### src/rtl/calc_pkg.sv
// Shared calculator definitions: key indices, keypad geometry and row-drive helpers.
package calc_pkg;

   localparam int unsigned KEY_W = 16;
   localparam int unsigned ROWS  = 4;
   localparam int unsigned COLS  = 4;

   localparam logic [ROWS-1:0] ROW_IDLE = 4'b1110;

   // Key index = row*4 + col on the 4x4 pad.
   localparam int unsigned KEY_1   = 0;
   localparam int unsigned KEY_2   = 1;
   localparam int unsigned KEY_3   = 2;
   localparam int unsigned KEY_ADD = 3;
   localparam int unsigned KEY_4   = 4;
   localparam int unsigned KEY_5   = 5;
   localparam int unsigned KEY_6   = 6;
   localparam int unsigned KEY_SUB = 7;
   localparam int unsigned KEY_7   = 8;
   localparam int unsigned KEY_8   = 9;
   localparam int unsigned KEY_9   = 10;
   localparam int unsigned KEY_MUL = 11;
   localparam int unsigned KEY_0   = 12;
   localparam int unsigned KEY_CLR = 13;
   localparam int unsigned KEY_EQ  = 14;
   localparam int unsigned KEY_DIV = 15;

   typedef logic [KEY_W-1:0] key_map_t;

   typedef enum logic [1:0] {
      ROW0 = 2'd0,
      ROW1 = 2'd1,
      ROW2 = 2'd2,
      ROW3 = 2'd3
   } row_state_e;

   // One-hot-low row drive pattern for a scan state.
   function automatic logic [ROWS-1:0] row_drive(input row_state_e s);
      return ~(4'(1) << s);
   endfunction

endpackage

### src/rtl/key_frame_debounce.sv
// Frame-level debounce: key_out follows a frame only after DEBOUNCE_FRAMES identical
// consecutive frames; key_pulse flags newly pressed keys for one clock.
module key_frame_debounce
   import calc_pkg::*;
#(
   parameter int unsigned DEBOUNCE_FRAMES = 3
) (
   input  logic     clk,
   input  logic     rst_n,
   input  key_map_t frame,
   input  logic     frame_done,
   output key_map_t key_out,
   output key_map_t key_pulse
);

   localparam int unsigned STB_W = $clog2(DEBOUNCE_FRAMES + 1);

   logic [STB_W-1:0] stable_q, stable_d;
   key_map_t         prev_q, prev_d;
   key_map_t         key_out_q, key_out_d;
   key_map_t         key_dly_q, key_dly_d;
   key_map_t         pulse_q, pulse_d;

   always_comb begin
      stable_d  = stable_q;
      prev_d    = prev_q;
      key_out_d = key_out_q;
      key_dly_d = key_out_q;
      pulse_d   = key_out_q & ~key_dly_q;

      if (frame_done) begin
         prev_d = frame;
         if (frame != prev_q) begin
            stable_d = '0;
         end else if (stable_q != STB_W'(DEBOUNCE_FRAMES)) begin
            stable_d = stable_q + STB_W'(1);
         end

         // Count includes the first frame, so commit when the count steps onto D-1.
         if (DEBOUNCE_FRAMES == 1) begin
            key_out_d = frame;
         end else if ((frame == prev_q) &&
                      ((32'(stable_q) + 32'd1) == 32'(DEBOUNCE_FRAMES - 1))) begin
            key_out_d = frame;
         end
      end
   end

   always_ff @(posedge clk or negedge rst_n) begin
      if (!rst_n) begin
         stable_q  <= '0;
         prev_q    <= '0;
         key_out_q <= '0;
         key_dly_q <= '0;
         pulse_q   <= '0;
      end else begin
         stable_q  <= stable_d;
         prev_q    <= prev_d;
         key_out_q <= key_out_d;
         key_dly_q <= key_dly_d;
         pulse_q   <= pulse_d;
      end
   end

   assign key_out   = key_out_q;
   assign key_pulse = pulse_q;

endmodule

### src/rtl/key_matrix_scan.sv
// 4x4 keypad scanner: walks rows one-hot-low, samples synchronised active-low columns
// into a full-matrix frame and hands each completed frame to the debouncer.
module key_matrix_scan
   import calc_pkg::*;
#(
   parameter int unsigned SCAN_DIV        = 60000,
   parameter int unsigned DEBOUNCE_FRAMES = 3
) (
   input  logic             clk,
   input  logic             rst_n,
   input  logic [COLS-1:0]  col,
   output logic [ROWS-1:0]  row,
   output logic [KEY_W-1:0] key_out,
   output logic [KEY_W-1:0] key_pulse
);

   localparam int unsigned CNT_W = $clog2(SCAN_DIV);

   row_state_e       state_q, state_d;
   logic [CNT_W-1:0] slot_cnt_q, slot_cnt_d;
   logic [ROWS-1:0]  row_q, row_d;
   logic [COLS-1:0]  col_meta_q, col_sync_q;
   key_map_t         frame_q, frame_d;
   logic             frame_done_q, frame_done_d;
   logic             slot_end;

   // Two-flop synchroniser for the asynchronous column inputs.
   always_ff @(posedge clk or negedge rst_n) begin
      if (!rst_n) begin
         col_meta_q <= '1;
         col_sync_q <= '1;
      end else begin
         col_meta_q <= col;
         col_sync_q <= col_meta_q;
      end
   end

   // Sampling on the last slot cycle leaves the synchroniser a full slot to settle.
   always_comb begin
      state_d      = state_q;
      slot_cnt_d   = slot_cnt_q + CNT_W'(1);
      frame_d      = frame_q;
      frame_done_d = 1'b0;
      slot_end     = (slot_cnt_q == CNT_W'(SCAN_DIV - 1));

      if (slot_end) begin
         slot_cnt_d = '0;
         case (state_q)
            ROW0: begin
               frame_d[3:0]   = ~col_sync_q;
               state_d        = ROW1;
            end
            ROW1: begin
               frame_d[7:4]   = ~col_sync_q;
               state_d        = ROW2;
            end
            ROW2: begin
               frame_d[11:8]  = ~col_sync_q;
               state_d        = ROW3;
            end
            ROW3: begin
               frame_d[15:12] = ~col_sync_q;
               state_d        = ROW0;
               frame_done_d   = 1'b1;
            end
         endcase
      end

      row_d = row_drive(state_d);
   end

   always_ff @(posedge clk or negedge rst_n) begin
      if (!rst_n) begin
         state_q      <= ROW0;
         slot_cnt_q   <= '0;
         row_q        <= ROW_IDLE;
         frame_q      <= '0;
         frame_done_q <= 1'b0;
      end else begin
         state_q      <= state_d;
         slot_cnt_q   <= slot_cnt_d;
         row_q        <= row_d;
         frame_q      <= frame_d;
         frame_done_q <= frame_done_d;
      end
   end

   assign row = row_q;

   key_frame_debounce #(
      .DEBOUNCE_FRAMES (DEBOUNCE_FRAMES)
   ) u_debounce (
      .clk        (clk),
      .rst_n      (rst_n),
      .frame      (frame_q),
      .frame_done (frame_done_q),
      .key_out    (key_out),
      .key_pulse  (key_pulse)
   );

endmodule

### config.mk
export PLATFORM = sky130hd
export DESIGN_NAME = key_matrix_scan
export DESIGN_NICKNAME = d
export VERILOG_FILES = /design/src/rtl/calc_pkg.sv /design/src/rtl/key_frame_debounce.sv /design/src/rtl/key_matrix_scan.sv
export SDC_FILE = /design/constraint.sdc
export NUM_CORES = 1
export LEC_CHECK = 0
export BUFFER_PORTS_ARGS = -buffer_cell sky130_fd_sc_hd__buf_2
export CAP_MARGIN = 20
export CORE_MARGIN = 5
export CORE_UTILIZATION = 48
export CTS_BUF_LIST = sky130_fd_sc_hd__clkbuf_4 sky130_fd_sc_hd__clkbuf_8
export DETAILED_ROUTE_END_ITERATION = 10
export GPL_TIMING_DRIVEN = 0
export PLACE_DENSITY = 0.7
export SYNTH_ARGS = -nofsm -noshare
export SYNTH_HDL_FRONTEND = slang
export SYNTH_SLANG_ARGS = --single-unit
### constraint.sdc
create_clock -name clk -period 1.7 [get_ports clk]
set_input_delay 0.17 -clock clk [delete_from_list [all_inputs] [get_ports clk]]
set_output_delay 0.17 -clock clk [all_outputs]
set_load 0.02 [all_outputs]
==> key figures, run 1 <==
Final layout
  – # diodes: 0
  – Filler cells: 624
  – Register area: 2850 sq um
  – Most frequent cells in the layout: dfrtp_1, buf_2, xnor2_1
  – Layout overhead on the synthesized area: 30.8%
  – Layout Utilization: 0.646
  – Nets: 412
  – Share of layout cells above drive strength 1: 0.451
  – Multi-input logic area: 1620 sq um
  – Commonest non-fill, non-tap cell in the layout: dfrtp_1

Placement
  – GP Congestion: 0.754
  – Final HPWL DP: 4.64 mm
  – IO buf count: 41
  – Post-Place Setup Slack: -0.337 ns

Power and ir drop
  – Peak supply drop: 0.697 mV
  – Power density over cell area: 1030 nW/um^2
  – Switching Share: 0.189
  – Clock power frac: 0.522
  – Logic pwr share: 0.012
  – P_int: 4.74 mW
  – Leakage: 2.77 nW
  – Switch Pwr: 1.10 mW
  – Sequential Power Share: 0.465

Global route
  – Largest net degree at the start of global routing: 64
  – Total Routing Usage GR: 0.143
  – Grt ovf: 0
  – Initial antenna violation count: 0
  – First-pass GRT wire length: 12.7 mm
  – Vias in the first global route: 2703

Drt
  – Routed Antenna Nets: 0
  – First-pass DRT Iterations: 4
  – DRT iter0 DRCs: 63
  – Detailed Route WL: 7.80 mm
  – DR vias/cell: 5.08
  – Vias: 2630
  – Residual DRC: 0
  – DR WL/cell: 15.1 um

CTS
  – Root Driver: clkbuf_8
  – Num Clock Sinks: 113
  – Max Root-Sink Buffers: 2
  – Clk slew on worst S/H paths: 0.06 ns
  – CTS Buf Count: 17
  – H-tree depth: 4
  – Insertion delay to the later sink of the worst-skew pair: 0.43 ns
  – TritonCTS clock tree: built

Worst setup path
  – Largest fanout on the critical path: 10
  – Startpoint Class: register
  – Crit path kind: register to register
  – Crit end category: register
  – CP peak stage delay: 0.46 ns
  – Critical Path AT: 2.27 ns
  – Cell breakdown of the critical path: xnor2_2 > nand4_1 > nor4_2 > and3_1 > buf_6 > buf_12 > mux2_4
  – Bufs and invs on worst path: 2
  – Critical Path Slowest Stage Cell: dfrtp_1
  – Top cell family by delay on the critical path: simple AND/OR/NAND/NOR gates
  – Critical path data required time: 2.01 ns

Status
  – Status: finished with violations
  – Failing checks: setup timing

STA
  – Final Hold Violating Endpoints: 0
  – Worst-Margin Slew: 0.642 ns
  – Final period util: 1.16
  – Unrepaired setup endpoints after global routing: yes
  – Worst relative slew slack: 0.572
  – Final Critical Period: 1.97 ns
  – Slew Limit Fails: 0
  – Final WS setup: -0.269 ns
  – Clock Skews: 0.0116 ns
  – Fmax: 0.508 GHz
  – Setup Viol. Count Final: 16

Yosys
  – Top FF cell, synth: dfrtp_1
  – Post-Syn Nets: 329
  – Warnings, synthesis: 0
  – Gate Count Post-Synth: 315
  – Post-synth ARST share: 1.00
  – Seq/Total Area, Yosys: 0.656
  – Number of flops mapped to enable cells by yosys: 0
  – Post-synth top area share: 0.589
  – Count of cell types in the netlist: 35
  – Post-synthesis cell area: 4330 sq um
  – Yosys top cell by area: dfrtp_1
  – Top cells by area, synth: dfrtp_1, dfstp_2, mux2_2
  – Yosys reg bits: 113
  – Avg Inst Size Synth: 13.7 sq um

Hold path
  – Hold Path Class: input port to async pin

Die
  – CORE AREA: 8760 sq um
  – Number of placement rows: 34
  – Die height: 105 um
  – DIE WIDTH: 105 um
  – Starting Density: 0.494
  – Area of the die: 11000 sq um
  – I/O pin cnt: 42

Run
  – Max-Cap Viols: 0
-- final timing paths --
check | start | to | slack, ns | cells after the start
setup reg to reg | frame_q[6] | u_debounce.key_out[11] | -0.27 | 7
hold reg to reg | col_meta_q[2] | col_sync_q[2] | 0.36 | 0
setup / recovery | frame_q[6] | u_debounce.key_out[11] | -0.27 | 7
min in group clk | col_meta_q[2] | col_sync_q[2] | 0.36 | 0
max in group asynchronous | rst_n | col_sync_q[3] | 0.63 | 3
hold / removal | rst_n | slot_cnt_q[3] | 0.31 | 2
-- cells by family (layout without fill, tap and decap cells) --
logic type,count (synthesis),count (layout),share of synthesized area
multiplexers,33,33,0.0942
AND/OR/NAND/NOR,89,89,0.115
buffers and inverters,16,111,0.0211
flip-flops,113,113,0.656
XOR/XNOR,28,28,0.0566
adder cells (fa/ha/maj),8,8,0.0231
AO/OA/AOI/OAI,28,28,0.0338
-- flip-flops by register name, summed over array words and instances (netlist names) --
| name | flops |
|---|---|
| col_meta_q | 4 |
| col_sync_q | 4 |
| frame_done_q | 1 |
| frame_q | 16 |
| row | 4 |
| slot_cnt_q | 16 |
| state_q | 2 |
| u_debounce.key_dly_q | 16 |
| u_debounce.key_out | 16 |
| u_debounce.key_pulse | 16 |
| u_debounce.prev_q | 16 |
| u_debounce.stable_q | 2 |
-- synthesized netlist by cell type, drive strengths merged, types with 6 or more instances --
library cell	n
a21oi	21
buf	9
dfstp	11
dfrtp	102
nand3	6
nand4	6
mux2	32
nor2b	17
xnor2	25
nand2	6
nor2	30
ha	8
-- power groups by stage --
stage | Sequential (mW) | Clock (mW) | Combinational (mW)
after CTS | 2.72 | 3.10 | 0.0756
after global placement | 2.77 | 0 | 0.0578
final | 2.72 | 3.05 | 0.0717
after floorplan | 2.76 | 0 | 0.000446
after global routing | 2.72 | 3.21 | 0.0857
after detailed placement | 2.76 | 0 | 0.0672
-- area by class of cell --
| class | count | share of cell area |
|---|---|---|
| multi-input combinational | 186 | 0.287 |
| tap | 108 | 0.0239 |
| buffer | 11 | 0.0219 |
| clock inverter | 10 | 0.0362 |
| timing repair buffer | 64 | 0.0758 |
| clock buffer | 21 | 0.0499 |
| inverter | 5 | 0.00331 |
| sequential | 113 | 0.502 |
-- what timing repair did --
action / 4_1_cts / 5_1_grt
endpoints found under the hold margin: 47 / 0
buffers inserted: 16 / 6
pin swaps: 3 / 9
endpoints found under the setup margin: 47 / 47
resized for setup: 15 / 68
hold buffers: 5 / 0
-- stage by stage --
stage	std cells	setup TNS, ns	hold slack, ns	total power [mW]	area (sq um)
6_report	518	-4.00	0.312	5.84	5660
3_5_place_dp	465	-11.84	0.241	2.83	4700
3_3_place_gp	464	-95.06	0.276	2.82	4670
4_1_cts	517	-3.48	0.315	5.89	5440
5_1_grt	518	-6.31	0.365	6.02	5660
2_1_floorplan	315	-1.33	-0.126	2.76	4330
-- worst reg2reg max path: cells and delay by family, from the launching register on --
kind / cells / cell delay, ns
xor gates and xnor gates: 1 / 0.16
buffers and inverters: 2 / 0.27
DFF: 1 / 0.46
muxes: 1 / 0.30
and+or+nand+nor: 3 / 0.66
-- metal layers --
| metal | share of wire | global-route usage | vias up | wire, um |
|---|---|---|---|---|
| met5 | 0 | 0 | - | 0 |
| met2 | 0.49 | 0.220 | 53 | 3800 |
| li1 | - | - | 1234 | - |
| met1 | 0.45 | 0.182 | 1332 | 3520 |
| met4 | 0.013 | 0.0703 | 0 | 100 |
| met3 | 0.049 | 0.0481 | 11 | 380 |
No activity file was read; power rests on OpenSTA's default activity.
==> run 2, diff against run 1 <==
GPL_TIMING_DRIVEN = 1   (was 0)
PLACE_DENSITY = 0.68   (was 0.7)
clock period = 2.28 ns   (was 1.7 ns; I/O delays follow)
==> key figures, run 2 (synthesis gave the netlist of run 1 again) <==
Final layout
  – Most frequent cells in the layout: dfrtp_1, buf_2, nor2_1
  – Layout overhead on the synthesized area: 20.3%
  – # diodes: 0 (unchanged)
  – Nets: 389 (-5.6%)
  – Share of layout cells above drive strength 1: 0.322 (-0.129)
  – Commonest non-fill, non-tap cell in the layout: dfrtp_1
  – Design Area, Final: 5210 sq um (-8.0%)

Die
  – Starting Density: 0.494 (unchanged)
  – Die height: 105 um (unchanged)
  – CORE AREA: 8760 sq um (unchanged)
  – DIE WIDTH: 105 um (unchanged)
  – I/O pin cnt: 42 (unchanged)
  – Number of placement rows: 34 (unchanged)
  – Area of the die: 11000 sq um (unchanged)

Power and ir drop
  – Switching Share: 0.189 (about the same)
  – Logic pwr share: 0.013 (about the same)
  – P_int: 3.54 mW (-25%)
  – Peak supply drop: 0.414 mV (-41%)
  – Sequential Power Share: 0.465 (about the same)
  – Leakage: 2.61 nW (-5.5%)
  – Power density over cell area: 837 nW/um^2 (-19%)
  – Clock power frac: 0.523 (about the same)
  – Switch Pwr: 0.823 mW (-25%)

Worst setup path
  – Largest fanout on the critical path: 9 (-1)
  – Reg2reg path depth: 6 (-1)
  – Startpoint Class: register
  – Crit path kind: register to register
  – Critical path data required time: 2.58 ns (+0.57 ns)
  – Critical Path AT: 2.28 ns (about the same)
  – Crit end category: register

STA
  – Worst-Margin Slew: 0.532 ns (-0.110 ns)
  – Setup TNS: 0 ns (+4.00 ns)
  – Final Critical Period: 1.98 ns (+0.0128 ns)
  – Setup Viol. Count Final: 0 (-16)
  – Clock Skews: 0.00973 ns (-0.00186 ns)
  – Final WS setup: 0.298 ns (+0.567 ns)
  – Fmax: 0.505 GHz (-0.64%)
  – Final Hold Violating Endpoints: 0 (unchanged)
  – Worst relative slew slack: 0.645 (+0.0733)
  – Slew Limit Fails: 0 (unchanged)
  – Unrepaired setup endpoints after global routing: no
  – Final period util: 0.869 (-0.289)

Run
  – Max-Cap Viols: 0 (unchanged)

Global route
  – Largest net degree at the start of global routing: 43 (-33%)
  – First-pass GRT wire length: 12.7 mm (about the same)
  – Vias in the first global route: 2551 (-5.6%)
  – Grt ovf: 0 (unchanged)
  – Initial antenna violation count: 0 (unchanged)
  – Total Routing Usage GR: 0.145 (+0.00202)

CTS
  – TritonCTS clock tree: built
  – Num Clock Sinks: 113 (unchanged)
  – Clk slew on worst S/H paths: 0.07 ns (about the same)
  – Max Root-Sink Buffers: 2 (unchanged)
  – CTS Buf Count: 17 (unchanged)
  – Hold_buf cts: 5 (unchanged)
  – Number of gates resized after CTS: 0 (-15)
  – H-tree depth: 4 (unchanged)
  – Setup Fix Bufs, Post-CTS: 0 (-16)
  – Root Driver: clkbuf_8
  – Insertion delay to the later sink of the worst-skew pair: 0.42 ns (about the same)

Drt
  – DR vias/cell: 4.94 (-2.6%)
  – DRT iter0 DRCs: 64 (+1.6%)
  – M1 wire length: 3.41 mm (-3.2%)
  – Detailed Route WL: 7.34 mm (-5.9%)
  – DR WL/cell: 14.8 um (-1.8%)
  – Routed Antenna Nets: 0 (unchanged)
  – Metal3 WL: 410 um (+7.9%)
  – First-pass DRT Iterations: 4 (unchanged)
  – Vias: 2452 (-6.8%)
  – Top sig layer: met4
  – Residual DRC: 0 (unchanged)
  – Met2 WL: 3.43 mm (-9.6%)

Status
  – Status: finished, final reports clean

Placement
  – Placed Area: 4670 sq um (-0.64%)
  – IO buf count: 41 (unchanged)
  – Final HPWL DP: 4.84 mm (+4.3%)
  – GP Congestion: 0.761 (+0.87%)
  – Post-Place Setup Slack: 0.318 ns (+0.655 ns)

Hold path
  – Hold Path Class: input port to async pin
## run 2: per-stage QoR
step	hold WS, ns	cells	utilization	power, mW
floorplan	-0.0676	315	-	2.06
finish	0.341	496	0.595	4.36
global route	0.357	496	0.595	4.51
detailed placement	0.251	459	0.533	2.12
CTS	0.328	496	0.595	4.42
global placement	0.244	459	0.533	2.11
## run 2: final timing paths
| kind | start | to | slack, ns |
|---|---|---|---|
| worst min-delay path | rst_n | slot_cnt_q[3] | 0.34 |
| max in group asynchronous | rst_n | col_sync_q[1] | 1.31 |
| min in group clk | col_meta_q[2] | col_sync_q[2] | 0.35 |
| worst max-delay path | frame_q[15] | u_debounce.key_out[0] | 0.30 |
| worst min register to register | col_meta_q[2] | col_sync_q[2] | 0.35 |
| worst max register to register | frame_q[15] | u_debounce.key_out[0] | 0.30 |
## run 2: power by group through the flow
stage               logic, mW  clock network, mW  registers, mW
finish                 0.0557               2.28           2.03
global route           0.0677               2.42           2.02
CTS                    0.0592               2.33           2.03
detailed placement     0.0528                  0           2.06
global placement       0.0522                  0           2.06
floorplan            0.000333                  0           2.06
## run 2: layer usage
layer,vias up,global-route usage
li1,1181,-
met1,1210,0.188
met2,51,0.220
met3,10,0.0629
met4,0,0.0493
met5,-,0
## run 2: area by class of cell
class | count | area (sq um)
Clock buffer | 22 | 284
Clock inverter | 10 | 205
Fill cell | 696 | 3550
Inverter | 5 | 18.8
Multi-Input combinational cell | 186 | 1400
Sequential cell | 113 | 2840
Tap cell | 108 | 135
Timing Repair Buffer | 52 | 328
## run 2: critical path: stages (launching register included)
cell     delay [ns]
dfrtp_1        0.42
xnor2_1        0.18
nand4_1        0.15
nor4_2         0.34
and3_1         0.22
buf_4          0.21
mux2_2         0.35
==> run 3, diff against run 2 <==
TNS_END_PERCENT = 30   (was default)
clock period = 2.47 ns   (was 2.28 ns; I/O delays follow)
==> key figures, run 3 (synthesis gave the netlist of run 1 again) <==
Worst setup path
  – Largest fanout on the critical path: 9 (unchanged)
  – Reg2reg path depth: 6 (unchanged)
  – Critical R2R Capture: u_debounce.key_out[1]
  – Cell breakdown of the critical path: xnor2_1 > nand4_1 > nor4_2 > and3_1 > buf_4 > mux2_2
  – FF-to-FF Start: frame_q[6]
  – Critical path data required time: 2.77 ns (+0.19 ns)
  – Crit path kind: register to register
  – R2r setup slk: 0.43 ns (+0.13 ns)
  – Crit end category: register
  – CP peak stage delay: 0.45 ns (+0.03 ns)
  – Critical Path AT: 2.33 ns (+0.05 ns)
  – Critical Path Slowest Stage Cell: dfrtp_1
  – Startpoint Class: register

STA
  – Setup TNS: 0 ns (unchanged)
  – Final period util: 0.825 (-0.0443)
  – Worst-Margin Slew: 0.577 ns (+0.0444 ns)
  – Final WS setup: 0.433 ns (+0.134 ns)
  – Fmax: 0.491 GHz (-2.7%)
  – Hold WS: 0.356 ns (+0.0154 ns)
  – Slew Limit Fails: 0 (unchanged)
  – Clock Skews: 0.0114 ns (+0.00164 ns)
  – Final Hold Violating Endpoints: 0 (unchanged)
  – Final Critical Period: 2.04 ns (+0.0557 ns)
  – Worst relative slew slack: 0.616 (-0.0296)
  – Setup Viol. Count Final: 0 (unchanged)
  – Unrepaired setup endpoints after global routing: no

Drt
  – Vias: 2453 (+0.041%)
  – DRT iter0 DRCs: 34 (-47%)
  – DR WL/cell: 14.3 um (-3.2%)
  – Residual DRC: 0 (unchanged)
  – First-pass DRT Iterations: 5 (+1)
  – Detailed Route WL: 7.13 mm (-2.8%)
  – DR vias/cell: 4.93 (-0.36%)
  – Routed Antenna Nets: 0 (unchanged)

Final layout
  – Layout overhead on the synthesized area: 18.8%
  – Nets: 391 (+0.51%)
  – Non-Filler Instances: 498 (+0.40%)
  – Most frequent cells in the layout: dfrtp_1, buf_2, nor2_1
  – Filler cells: 702 (+0.86%)
  – # diodes: 0 (unchanged)
  – Design Area, Final: 5150 sq um (-1.2%)
  – Commonest non-fill, non-tap cell in the layout: dfrtp_1
  – Layout Utilization: 0.587 (-0.00728)
  – Share of layout cells above drive strength 1: 0.326 (+0.00348)

Power and ir drop
  – Power density over cell area: 722 nW/um^2 (-14%)
  – Leakage: 2.58 nW (-1.4%)
  – Peak supply drop: 0.406 mV (-2.0%)
  – Pwr Total: 3.72 mW (-15%)

Placement
  – Post-Place Setup Slack: 0.450 ns (+0.132 ns)
  – Placed Cells: 461 (+0.44%)
  – IO buf count: 41 (unchanged)
  – GP Congestion: 0.738 (-3.0%)
  – Placed Area: 4670 sq um (about the same)
  – Final HPWL DP: 4.70 mm (-2.8%)

Global route
  – Initial antenna violation count: 0 (unchanged)
  – Grt ovf: 0 (unchanged)
  – Vias in the first global route: 2518 (-1.3%)
  – First-pass GRT wire length: 12.3 mm (-3.2%)
  – Met1 Use GR: 0.185 (-0.00242)
  – M2 GR Usage: 0.217 (-0.00360)
  – Largest net degree at the start of global routing: 46 (+7.0%)
  – Total Routing Usage GR: 0.141 (-0.00425)
  – Met3 Use GR: 0.0444 (-0.0185)
  – Busiest grt layer: met2

CTS
  – CTS Buf Count: 17 (unchanged)
  – TritonCTS clock tree: built
  – Insertion delay to the later sink of the worst-skew pair: 0.42 ns (about the same)
  – Num Clock Sinks: 113 (unchanged)
  – Setup Fix Bufs, Post-CTS: 0 (unchanged)
  – Clk slew on worst S/H paths: 0.07 ns (about the same)
  – Root Driver: clkbuf_8
  – H-tree depth: 4 (unchanged)
  – Max Root-Sink Buffers: 2 (unchanged)

Die
  – I/O pin cnt: 42 (unchanged)
  – CORE AREA: 8760 sq um (unchanged)
  – Area of the die: 11000 sq um (unchanged)
  – Starting Density: 0.494 (unchanged)
  – Die height: 105 um (unchanged)
  – DIE WIDTH: 105 um (unchanged)
  – Number of placement rows: 34 (unchanged)

Status
  – Status: finished, final reports clean

Run
  – Max-Cap Viols: 0 (unchanged)

Hold path
  – Hold Path Class: input port to async pin
[run 3: cell types whose count changed in the layout (fill, tap and decap cells not counted), sizes merged]
cell | before | now
clkbuf | 22 | 18
inv | 5 | 9
bufinv | 6 | 3
buf | 47 | 49
clkinvlp | 2 | 4
clkinv | 2 | 3
[run 3: where the power goes]
group / internal (mW) / switching [mW]
Sequential: 1.86 / 0.00696
Combinational: 0.0139 / 0.0368
Clock: 1.02 / 0.772
Total: 2.90 / 0.815
[run 3: how the worst max path moves through the flow]
stage,to,start
finish,u_debounce.key_out[1],frame_q[6]
global route,u_debounce.key_out[1],frame_q[6]
CTS,u_debounce.key_out[1],frame_q[6]
detailed placement,u_debounce.key_out[1],frame_q[6]
global placement,u_debounce.key_out[4],frame_q[6]
floorplan,u_debounce.key_out[10],frame_q[10]
[run 3: critical path, delay by kind of cell, from the launching register on]
| family | cells | cell delay [ns] |
|---|---|---|
| multiplexers | 1 | 0.35 |
| XOR/XNOR | 1 | 0.19 |
| flip-flops | 1 | 0.45 |
| AND/OR/NAND/NOR | 3 | 0.73 |
| buffers and inverters | 1 | 0.20 |
[run 3: final cells by class]
cell class	instances	area, sq um	area share
flip-flops and latches	113	2840	0.552
clock inverters	14	181	0.0353
clock buffers	18	241	0.0469
inverters	5	18.8	0.00365
repair buffers	54	330	0.0642
well taps	108	135	0.0263
multi-input cells	186	1400	0.272
[run 3: what timing repair did]
action / 4_1_cts / 5_1_grt
endpoints found under the hold margin: 42 / 0
hold buffers: 5 / 0
gates resized for setup: 0 / 0
[run 3: routing by layer]
metal  part of all wire  wire length (um)  up-vias
li1                   -                 -     1194
met1               0.47              3370     1203
met2               0.47              3340       46
met3              0.043               307       10
met4              0.015               106        0
met5                  0                 0        -
